**config.mk**
```make
export PLATFORM = sky130hd
export DESIGN_NAME = fetch_sequencer_flat
export DESIGN_NICKNAME = d
export VERILOG_FILES = /design/src/rtl/fetch_sequencer_if.sv /design/src/rtl/fetch_sequencer.sv /design/src/flat_wrapper.sv
export SDC_FILE = /design/constraint.sdc
export NUM_CORES = 1
export LEC_CHECK = 0
export BUFFER_PORTS_ARGS = -buffer_cell sky130_fd_sc_hd__buf_2
export CAP_MARGIN = 10
export CORE_ASPECT_RATIO = 1.75
export CORE_MARGIN = 5
export CORE_UTILIZATION = 27
export DETAILED_ROUTE_END_ITERATION = 8
export PLACE_DENSITY = 0.51
export SYNTH_ARGS = -nofsm -noshare
export SYNTH_HDL_FRONTEND = slang
export SYNTH_SLANG_ARGS = --single-unit
export TNS_END_PERCENT = 30
```
**constraint.sdc**
```tcl
create_clock -name clk -period 4.2 [get_ports clk]
set_clock_uncertainty 0.2 [all_clocks]
set_input_delay 0.42 -clock clk [delete_from_list [all_inputs] [get_ports clk]]
set_output_delay 0.42 -clock clk [all_outputs]
set_load 0.01 [all_outputs]
```
**src/rtl/fetch_sequencer_if.sv**
```systemverilog
// Instruction-memory request/acknowledge bus between the fetch sequencer and imem.
// The master holds addr stable from the first req cycle until ack.
interface fetch_sequencer_if;
  logic        req;
  logic [31:0] addr;
  logic        ack;
  logic [31:0] rdata;

  modport master (
    output req,
    output addr,
    input  ack,
    input  rdata
  );

  modport slave (
    input  req,
    input  addr,
    output ack,
    output rdata
  );
endinterface

```
**src/rtl/fetch_sequencer.sv**
```systemverilog
// Fetch-stage controller: owns the PC, computes next-PC with delay-slot semantics,
// runs the imem req/ack handshake and feeds F/D through a one-entry buffer.
module fetch_sequencer #(
  parameter logic [31:0] RESET_PC = 32'h0000_3000
) (
  input  logic              clk,
  input  logic              reset,
  input  logic              stall_f,
  input  logic              redir_valid,
  input  logic [2:0]        redir_op,
  input  logic [31:0]       redir_base,
  input  logic [31:0]       redir_instr,
  input  logic [31:0]       redir_ra,
  fetch_sequencer_if.master imem,
  output logic              f_valid,
  output logic [31:0]       f_pc,
  output logic [31:0]       f_instr
);

  typedef enum logic [1:0] {StBoot, StReq, StHold} state_e;

  state_e      state_q, state_d;
  logic [31:0] pc_q, pc_d;
  logic [31:0] pend_tgt_q, pend_tgt_d;
  logic        pend_valid_q, pend_valid_d;
  logic        kill_q, kill_d;
  logic        issued_q;
  logic [31:0] addr_q;
  logic        f_valid_q;
  logic [31:0] f_pc_q, f_instr_q;

  logic [31:0] redir_tgt;
  logic        redir_legal, redir_pre, redir_post;
  logic        consume, room, ack_seen, capture;
  logic        unused_instr_bits;

  assign unused_instr_bits = ^redir_instr[31:26];

  always_comb begin
    redir_tgt = redir_ra;
    case (redir_op)
      3'b001:  redir_tgt = redir_base + {{14{redir_instr[15]}}, redir_instr[15:0], 2'b00};
      3'b010:  redir_tgt = {redir_base[31:28], redir_instr[25:0], 2'b00};
      default: redir_tgt = redir_ra;
    endcase
  end

  assign redir_legal = redir_valid & ~redir_op[2] & (redir_op[1:0] != 2'b00);
  // pc_q still at the delay slot means the slot is not yet captured: defer the target.
  assign redir_pre   = redir_legal & (pc_q == redir_base);
  assign redir_post  = redir_legal & ~redir_pre;

  assign consume  = f_valid_q & ~stall_f;
  assign room     = ~f_valid_q | ~stall_f;
  assign ack_seen = imem.req & imem.ack;
  // An ack that finds no room is dropped and the same pc_q is fetched again.
  assign capture  = ack_seen & ~kill_q & ~redir_post & room;

  // State register
  always_ff @(posedge clk or negedge reset) begin
    if (!reset) begin
      state_q <= StBoot;
    end else begin
      state_q <= state_d;
    end
  end

  // Next-state logic
  always_comb begin
    state_d = state_q;
    case (state_q)
      StBoot: state_d = StReq;
      StReq: begin
        if (capture) begin
          state_d = stall_f ? StHold : StReq;
        end
      end
      StHold: begin
        if (consume) begin
          state_d = StReq;
        end
      end
      default: state_d = StBoot;
    endcase
  end

  // Outputs: a new request is only raised when the buffer can take the word,
  // but once raised it is held (with its latched address) until ack.
  always_comb begin
    imem.req  = 1'b0;
    imem.addr = issued_q ? addr_q : pc_q;
    if (state_q == StReq) begin
      imem.req = issued_q | room;
    end
  end

  always_comb begin
    pc_d         = pc_q;
    pend_valid_d = pend_valid_q;
    pend_tgt_d   = pend_tgt_q;
    kill_d       = kill_q;
    if (ack_seen) begin
      kill_d = 1'b0;
    end
    if (redir_pre) begin
      pend_valid_d = 1'b1;
      pend_tgt_d   = redir_tgt;
    end
    if (capture) begin
      pc_d         = redir_pre ? redir_tgt : (pend_valid_q ? pend_tgt_q : pc_q + 32'd4);
      pend_valid_d = 1'b0;
    end
    if (redir_post) begin
      pc_d         = redir_tgt;
      pend_valid_d = 1'b0;
      if (imem.req && !imem.ack) begin
        kill_d = 1'b1;
      end
    end
  end

  always_ff @(posedge clk or negedge reset) begin
    if (!reset) begin
      pc_q         <= RESET_PC;
      pend_valid_q <= 1'b0;
      pend_tgt_q   <= RESET_PC;
      kill_q       <= 1'b0;
      issued_q     <= 1'b0;
      addr_q       <= RESET_PC;
      f_valid_q    <= 1'b0;
      f_pc_q       <= RESET_PC;
      f_instr_q    <= 32'h0;
    end else begin
      pc_q         <= pc_d;
      pend_valid_q <= pend_valid_d;
      pend_tgt_q   <= pend_tgt_d;
      kill_q       <= kill_d;
      issued_q     <= imem.req & ~imem.ack;
      if (imem.req) begin
        addr_q <= imem.addr;
      end
      if (capture) begin
        f_valid_q <= 1'b1;
        f_pc_q    <= imem.addr;
        f_instr_q <= imem.rdata;
      end else if (consume) begin
        f_valid_q <= 1'b0;
      end
    end
  end

  assign f_valid = f_valid_q;
  assign f_pc    = f_pc_q;
  assign f_instr = f_instr_q;

endmodule

```
**src/flat_wrapper.sv**
```systemverilog
// flat-port wrapper written by rule: the top's interface ports become plain ports
module fetch_sequencer_flat 
#(
  parameter logic [31:0] RESET_PC = 32'h0000_3000
)
  (clk, reset, stall_f, redir_valid, redir_op, redir_base, redir_instr, redir_ra, f_valid, f_pc, f_instr, imem_req, imem_addr, imem_ack, imem_rdata);
  fetch_sequencer_if imem_i ();
  input  logic clk;
  input  logic reset;
  input  logic stall_f;
  input  logic redir_valid;
  input  logic [2:0] redir_op;
  input  logic [31:0] redir_base;
  input  logic [31:0] redir_instr;
  input  logic [31:0] redir_ra;
  output logic f_valid;
  output logic [31:0] f_pc;
  output logic [31:0] f_instr;
  output wire logic [$bits(imem_i.req)-1:0] imem_req;
  output wire logic [$bits(imem_i.addr)-1:0] imem_addr;
  input wire logic [$bits(imem_i.ack)-1:0] imem_ack;
  input wire logic [$bits(imem_i.rdata)-1:0] imem_rdata;
  assign imem_req = imem_i.req;
  assign imem_addr = imem_i.addr;
  assign imem_i.ack = imem_ack;
  assign imem_i.rdata = imem_rdata;
  fetch_sequencer #(.RESET_PC(RESET_PC)) u_core (.clk(clk), .reset(reset), .stall_f(stall_f), .redir_valid(redir_valid), .redir_op(redir_op), .redir_base(redir_base), .redir_instr(redir_instr), .redir_ra(redir_ra), .imem(imem_i), .f_valid(f_valid), .f_pc(f_pc), .f_instr(f_instr));
endmodule
```
# After elaboration in Yosys (flattened, before gate mapping)
# Index checks and enable logic that the tools add are counted.
# totals
reg_bits,166
latchBits,0
ram_bits,0
rom_bits,0
inputBits,136
out_inout_bits,98
word_cells,65
memories,0
# classes
n_addsub,2
mul,0
n_div,0
magnitude_cmp,0
n_eq_ne,7
shift,0
mux,19
bitwise,19
reduce_logical,8
# ops
cell,n
32-bit 2-to-1 mux,5
32-bit one-hot mux with 2 select lines,1
32-bit by 3-bit adder with 32-bit output (second input constant),1
32-bit adder,1
32-bit equality test,1
1-bit bitwise AND,10
1-bit 2-to-1 mux,9
1-bit NOT,7
2-bit 2-to-1 mux,3
2-bit one-hot mux with 3 select lines,1
2-bit nonzero test,3
2-bit by 1-bit != test with 1-bit output (second input constant),2
3-bit by 1-bit equality test with 1-bit output (second input constant),1
3-bit by 2-bit equality test with 1-bit output (second input constant),1
3-bit nonzero test,1
2-bit by 1-bit equality test with 1-bit output (second input constant),1
2-bit equality test (second input constant),1
2-bit logical NOT,1
1-bit bitwise OR,2
2-bit AND reduction,1
1-bit logical AND,1
1-bit logical NOT,1

# Longest topological paths before layout
# depth
ltp_word,11
ltp_mapped,12
mapped_depth_nobuf,12

# Least setup slack after synthesis
# Ideal clock, no wire load.
# synth_path
kind,in2reg
start,input port redir_base[2]
end,register u_core.pc_q[30]
setup_time_ns,0.126
arrival_ns,2.529
required_time_ns,3.874
path_slack_ns,1.344
stages,12
n_path_buf,0
path_cell_list,ha_1 -> inv_1 -> fa_1 -> nor2b_1 -> o31a_1 -> o211ai_2 -> a21oi_1 -> a211oi_2 -> o21ai_1 -> mux2i_1 -> nand2_1 -> a221o_1
# synth_via
elab_chain_len,8
word_cells_on_any_way,13
classes_between,add/sub (1); eq/ne (1); mux (4); bitwise (6); reduce/logical (1)
# synth_rtl
element,line,text
from (decl),flat_wrapper.sv:13,input logic [31:0] redir_base;
branches (longest 8 deep; another with 32-bit adder),n/a,
to (signal assigned),fetch_sequencer.sv:134,pc_q <= pc_d;
to (decl),fetch_sequencer.sv:23,"logic [31:0] pc_q, pc_d;"
# Several ways; the timed one is not identified. The select of a mux whose other input is x is not followed.
# A chain may end at the register's enable or synchronous reset.

# Worst setup path after layout
# layout_path
start,register u_core.state_q[0]
end,register u_core.pc_q[2]
# layout_via
elab_chain_len,7
# layout_rtl
element,line,text
from (decl),fetch_sequencer.sv:22,"state_e state_q, state_d;"
from (signal assigned),fetch_sequencer.sv:62,state_q <= StBoot;
from (signal assigned),fetch_sequencer.sv:64,state_q <= state_d;
2-bit by 1-bit equality test with 1-bit output,fetch_sequencer.sv:92,if (state_q == StReq) begin
1-bit 2-to-1 mux,fetch_sequencer.sv:92,
1-bit bitwise AND,fetch_sequencer.sv:55,assign ack_seen = imem.req & imem.ack;
1-bit bitwise AND (3 in series),fetch_sequencer.sv:57,assign capture = ack_seen & ~kill_q & ~redir_post & room;
2-bit nonzero test (no source line),n/a,
# Every way passes these cells.

==> results.sh <==
export IMPL_min_to="u_core.f_valid$_DFFE_PN0P_"
export IMPL_ff2ff_setup_slack_ns=0.98
export IMPL_seq_area_frac_synth_pct=41.4
export IMPL_numCtsBuffers=17
export IMPL_grt_max_degree=74
export IMPL_core_area_sq_um=36800
export IMPL_cp_slowest_cell="nor2_1"
export IMPL_dieArea_sq_um=41300
export IMPL_max_cap_violations=0
export IMPL_syn_area_per_cell_sq_um=8.93
export IMPL_cp_start_kind="flop"
export IMPL_crit_fanout=11
export IMPL_crit_top_cell="nor2_1"
export IMPL_postCtsHoldBufs=34
export IMPL_tightest_slew_ns=0.982
export IMPL_clkLatencyLatePin_ns=0.44
export IMPL_via_per_inst=4.87
export IMPL_setup_viol=0
export IMPL_period_needed_ns=3.22
export IMPL_crit_cells=8
export IMPL_htreeDepth=4
export IMPL_irDropWorstVdd_v=0.000275
export IMPL_cts_root_buf="clkbuf_16"
export IMPL_r2r_start="u_core.state_q[0]$_DFFE_PN0P_"
export IMPL_vias=8939
export IMPL_rows=93
export IMPL_cpPeakStageDelay_ns=0.80
export IMPL_synthArstFlopShare_pct=100
export IMPL_drtIter0Drc=432
export IMPL_synthFlopType="dfrtp_1"
export IMPL_cts_setup_buffers=0
export IMPL_synth_edf_count=0
export IMPL_path_delay_family="simple AND/OR/NAND/NOR gates"
export IMPL_antenna_cells=0
export IMPL_cp_required_ns=4.28
export IMPL_ios=234
export IMPL_grt_pass1_vias=9025
export IMPL_whs_ns=0.0980
export IMPL_clock_sinks=166
export IMPL_ant_nets=0
export IMPL_path_clk_slew_ns=0.06
export IMPL_hold_start="stall_f"
export IMPL_p_int_mw=4.40
export IMPL_yosys_top_cells_area="dfrtp_1 (39%), a21oi_1 (6.0%), mux2_2 (4.5%), nor2_1 (4.4%), xnor2_1 (4.3%)"
export IMPL_cp_arrival_ns=3.30
export IMPL_ys_warn_count=0
export IMPL_setup_ws_ns=0.976
export IMPL_hold_viol=0
export IMPL_ys_types=67
export IMPL_min_path_cells=3
export IMPL_synth_top_cell_area_share_pct=39.4
export IMPL_grt_pass1_wl_mm=51.1
export IMPL_post_place_ws_ns=0.709
export IMPL_nFillCells=3869
export IMPL_grt_use_total_pct=15.8
export IMPL_path_buf_inv=1
export IMPL_port_buffer_count=227
export IMPL_drt_first_pass_iters=5
export IMPL_p_total_mw=7.42
export IMPL_cts_resized=0
export IMPL_slew_violations=0
export IMPL_fmax_ghz=0.310
export IMPL_antenna_found_initial=0
export IMPL_outcome="finished clean"
export IMPL_dpl_hpwl_mm=25.7
export IMPL_fin_tns_setup_ns=0
export IMPL_power_switching_mw=3.02
export IMPL_synth_cell_area_sq_um=10000
export IMPL_initial_utilization_pct=27.3
export IMPL_rr_endpoint="u_core.pc_q[2]$_DFFE_PN0N_"
export IMPL_grt_overflow_total=0
export IMPL_synth_seq_cells=166
export IMPL_endpoint_kind="flop"
export IMPL_r2r_cells=8
export IMPL_power_density_nw_per_um2=590
export IMPL_path_cells="nor2b_1 -> o21ai_4 -> inv_1 -> nand2_1 -> nor3b_1 -> nor2_1 -> nor2_1 -> a221oi_1"
export IMPL_cts_buffer_depth=2
export IMPL_fin_nets=1515
export IMPL_fin_crit_sh_pct=76.8
export IMPL_gp_congestion=0.886
export IMPL_wire_per_inst_microns=18.0
export IMPL_leakagePower_nw=5.68
export IMPL_path_class="reg -> reg"
export IMPL_relSlewSlack_pct=34.3
export IMPL_die_h_microns=265
export IMPL_drt_total_wl_mm=33.1
export IMPL_drc=0
export IMPL_synth_nets=1292
export IMPL_synth_cells=1125
export IMPL_p_comb_share_pct=43.2
export IMPL_rsz0062_at_grt="no"
export IMPL_area_growth_pct=25.1
export IMPL_hold_path_class="in -> reg"
export IMPL_swShare_pct=40.7
export IMPL_power_share_sequential_pct=36.6
export IMPL_p_clk_share_pct=20.2
export IMPL_drive_gt1_share_pct=25.3
export IMPL_die_w_microns=156
export IMPL_synth_top_area_cell="dfrtp_1"
export IMPL_tritoncts="yes"
-- power by group through the flow --
stage | logic (mW) | registers, mW | clock network (mW)
after detailed placement | 3.24 | 2.75 | 0
after global routing | 3.56 | 2.81 | 1.62
after CTS | 3.27 | 2.72 | 1.55
after global placement | 3.19 | 2.72 | 0
final | 3.20 | 2.72 | 1.49
after floorplan | 1.98 | 2.70 | 0
-- through the flow --
| step | instance area (sq um) | std cells | util (%) |
|---|---|---|---|
| CTS | 12600 | 1836 | 34.2 |
| detailed placement | 11700 | 1770 | 31.7 |
| global route | 12600 | 1836 | 34.2 |
| floorplan | 10000 | 1125 | - |
| global placement | 11700 | 1770 | 31.7 |
| finish | 12600 | 1836 | 34.2 |
-- cells in the mapped netlist, drive strengths merged, types with 12 or more instances --
library cell / n
xor2: 22
a21oi: 126
clkbuf: 51
nand4: 16
nor3: 18
inv: 49
mux2: 40
dfrtp: 158
a22oi: 16
o211ai: 12
buf: 24
nor2: 118
ha: 30
mux2i: 39
xnor2: 49
a21o: 15
o21ai: 86
a22o: 13
nand3: 25
nand2: 97
-- layout by cell type (no fill, tap or decap), drive strengths merged, types with 13 or more instances in the layout --
master       netlist  routed
inv               49      49
nor3              18      18
mux2              40      40
xor2              22      22
dfrtp            158     158
a22oi             16      16
mux2i             39      39
xnor2             49      49
a22o              13      13
ha                30      30
buf               24     245
nand3             25      25
nand2             97      97
nand4             16      16
o21ai             86      86
a21o              15      15
clkbuf            51      22
nor2             118     118
dlygate4sd3        0      34
a21oi            126     126
-- registers in the layout (all words and copies together), names as in the netlist, named ones only --
register,cells
u_core.pc_q,32
u_core.state_q,2
u_core.pend_tgt_q,32
u_core.pend_valid_q,1
u_core.f_pc,32
u_core.f_valid,1
u_core.addr_q,32
u_core.f_instr,32
u_core.issued_q,1
-- area by class of cell --
type                       instances  area (sq um)  share of cell area [%]
clock buffer                      22           484                    3.85
clock inverter                    10          73.8                   0.587
inverter                          50           188                    1.49
multi-input combinational        834          5420                    43.1
sequential                       166          4170                    33.2
tap                              475           594                    4.73
timing repair buffer             279          1640                    13.1
-- metal layers --
| layer | global-route usage, % | up-vias | wire length (microns) |
|---|---|---|---|
| met5 | 0 | - | 0 |
| met4 | 8.76 | 0 | 1740 |
| met3 | 2.36 | 65 | 1340 |
| met2 | 26.9 | 255 | 16600 |
| met1 | 18.9 | 4200 | 13400 |
| li1 | - | 4419 | - |
-- cells by family after synthesis --
logic type / synth area share, %
AO/OA/AOI/OAI: 20.4
XOR/XNOR: 6.19
adder cells (fa/ha/maj): 3.94
buffers and inverters: 4.96
flip-flops: 41.4
multiplexers: 8.37
AND/OR/NAND/NOR: 14.7
-- worst reg2reg max path: cells and delay by family (launching register included) --
kind	cells	cell delay, ns
and+or+nand+nor	5	2.08
buffers and inverters	1	0.12
DFF	1	0.37
AOI/OAI and AO/OA	2	0.30
-- how the worst max path moves through the flow --
stage                                              from                     endpoint
after CTS                 u_core.state_q[0]$_DFFE_PN0P_   u_core.pc_q[2]$_DFFE_PN0N_
final                     u_core.state_q[0]$_DFFE_PN0P_   u_core.pc_q[2]$_DFFE_PN0N_
after global routing      u_core.state_q[0]$_DFFE_PN0P_   u_core.pc_q[2]$_DFFE_PN0N_
after floorplan                           redir_base[2]  u_core.pc_q[30]$_DFFE_PN0N_
after global placement                    redir_base[2]  u_core.pc_q[28]$_DFFE_PN0N_
after detailed placement                  redir_base[2]  u_core.pc_q[28]$_DFFE_PN0N_
(Power assumes the default switching activity.)
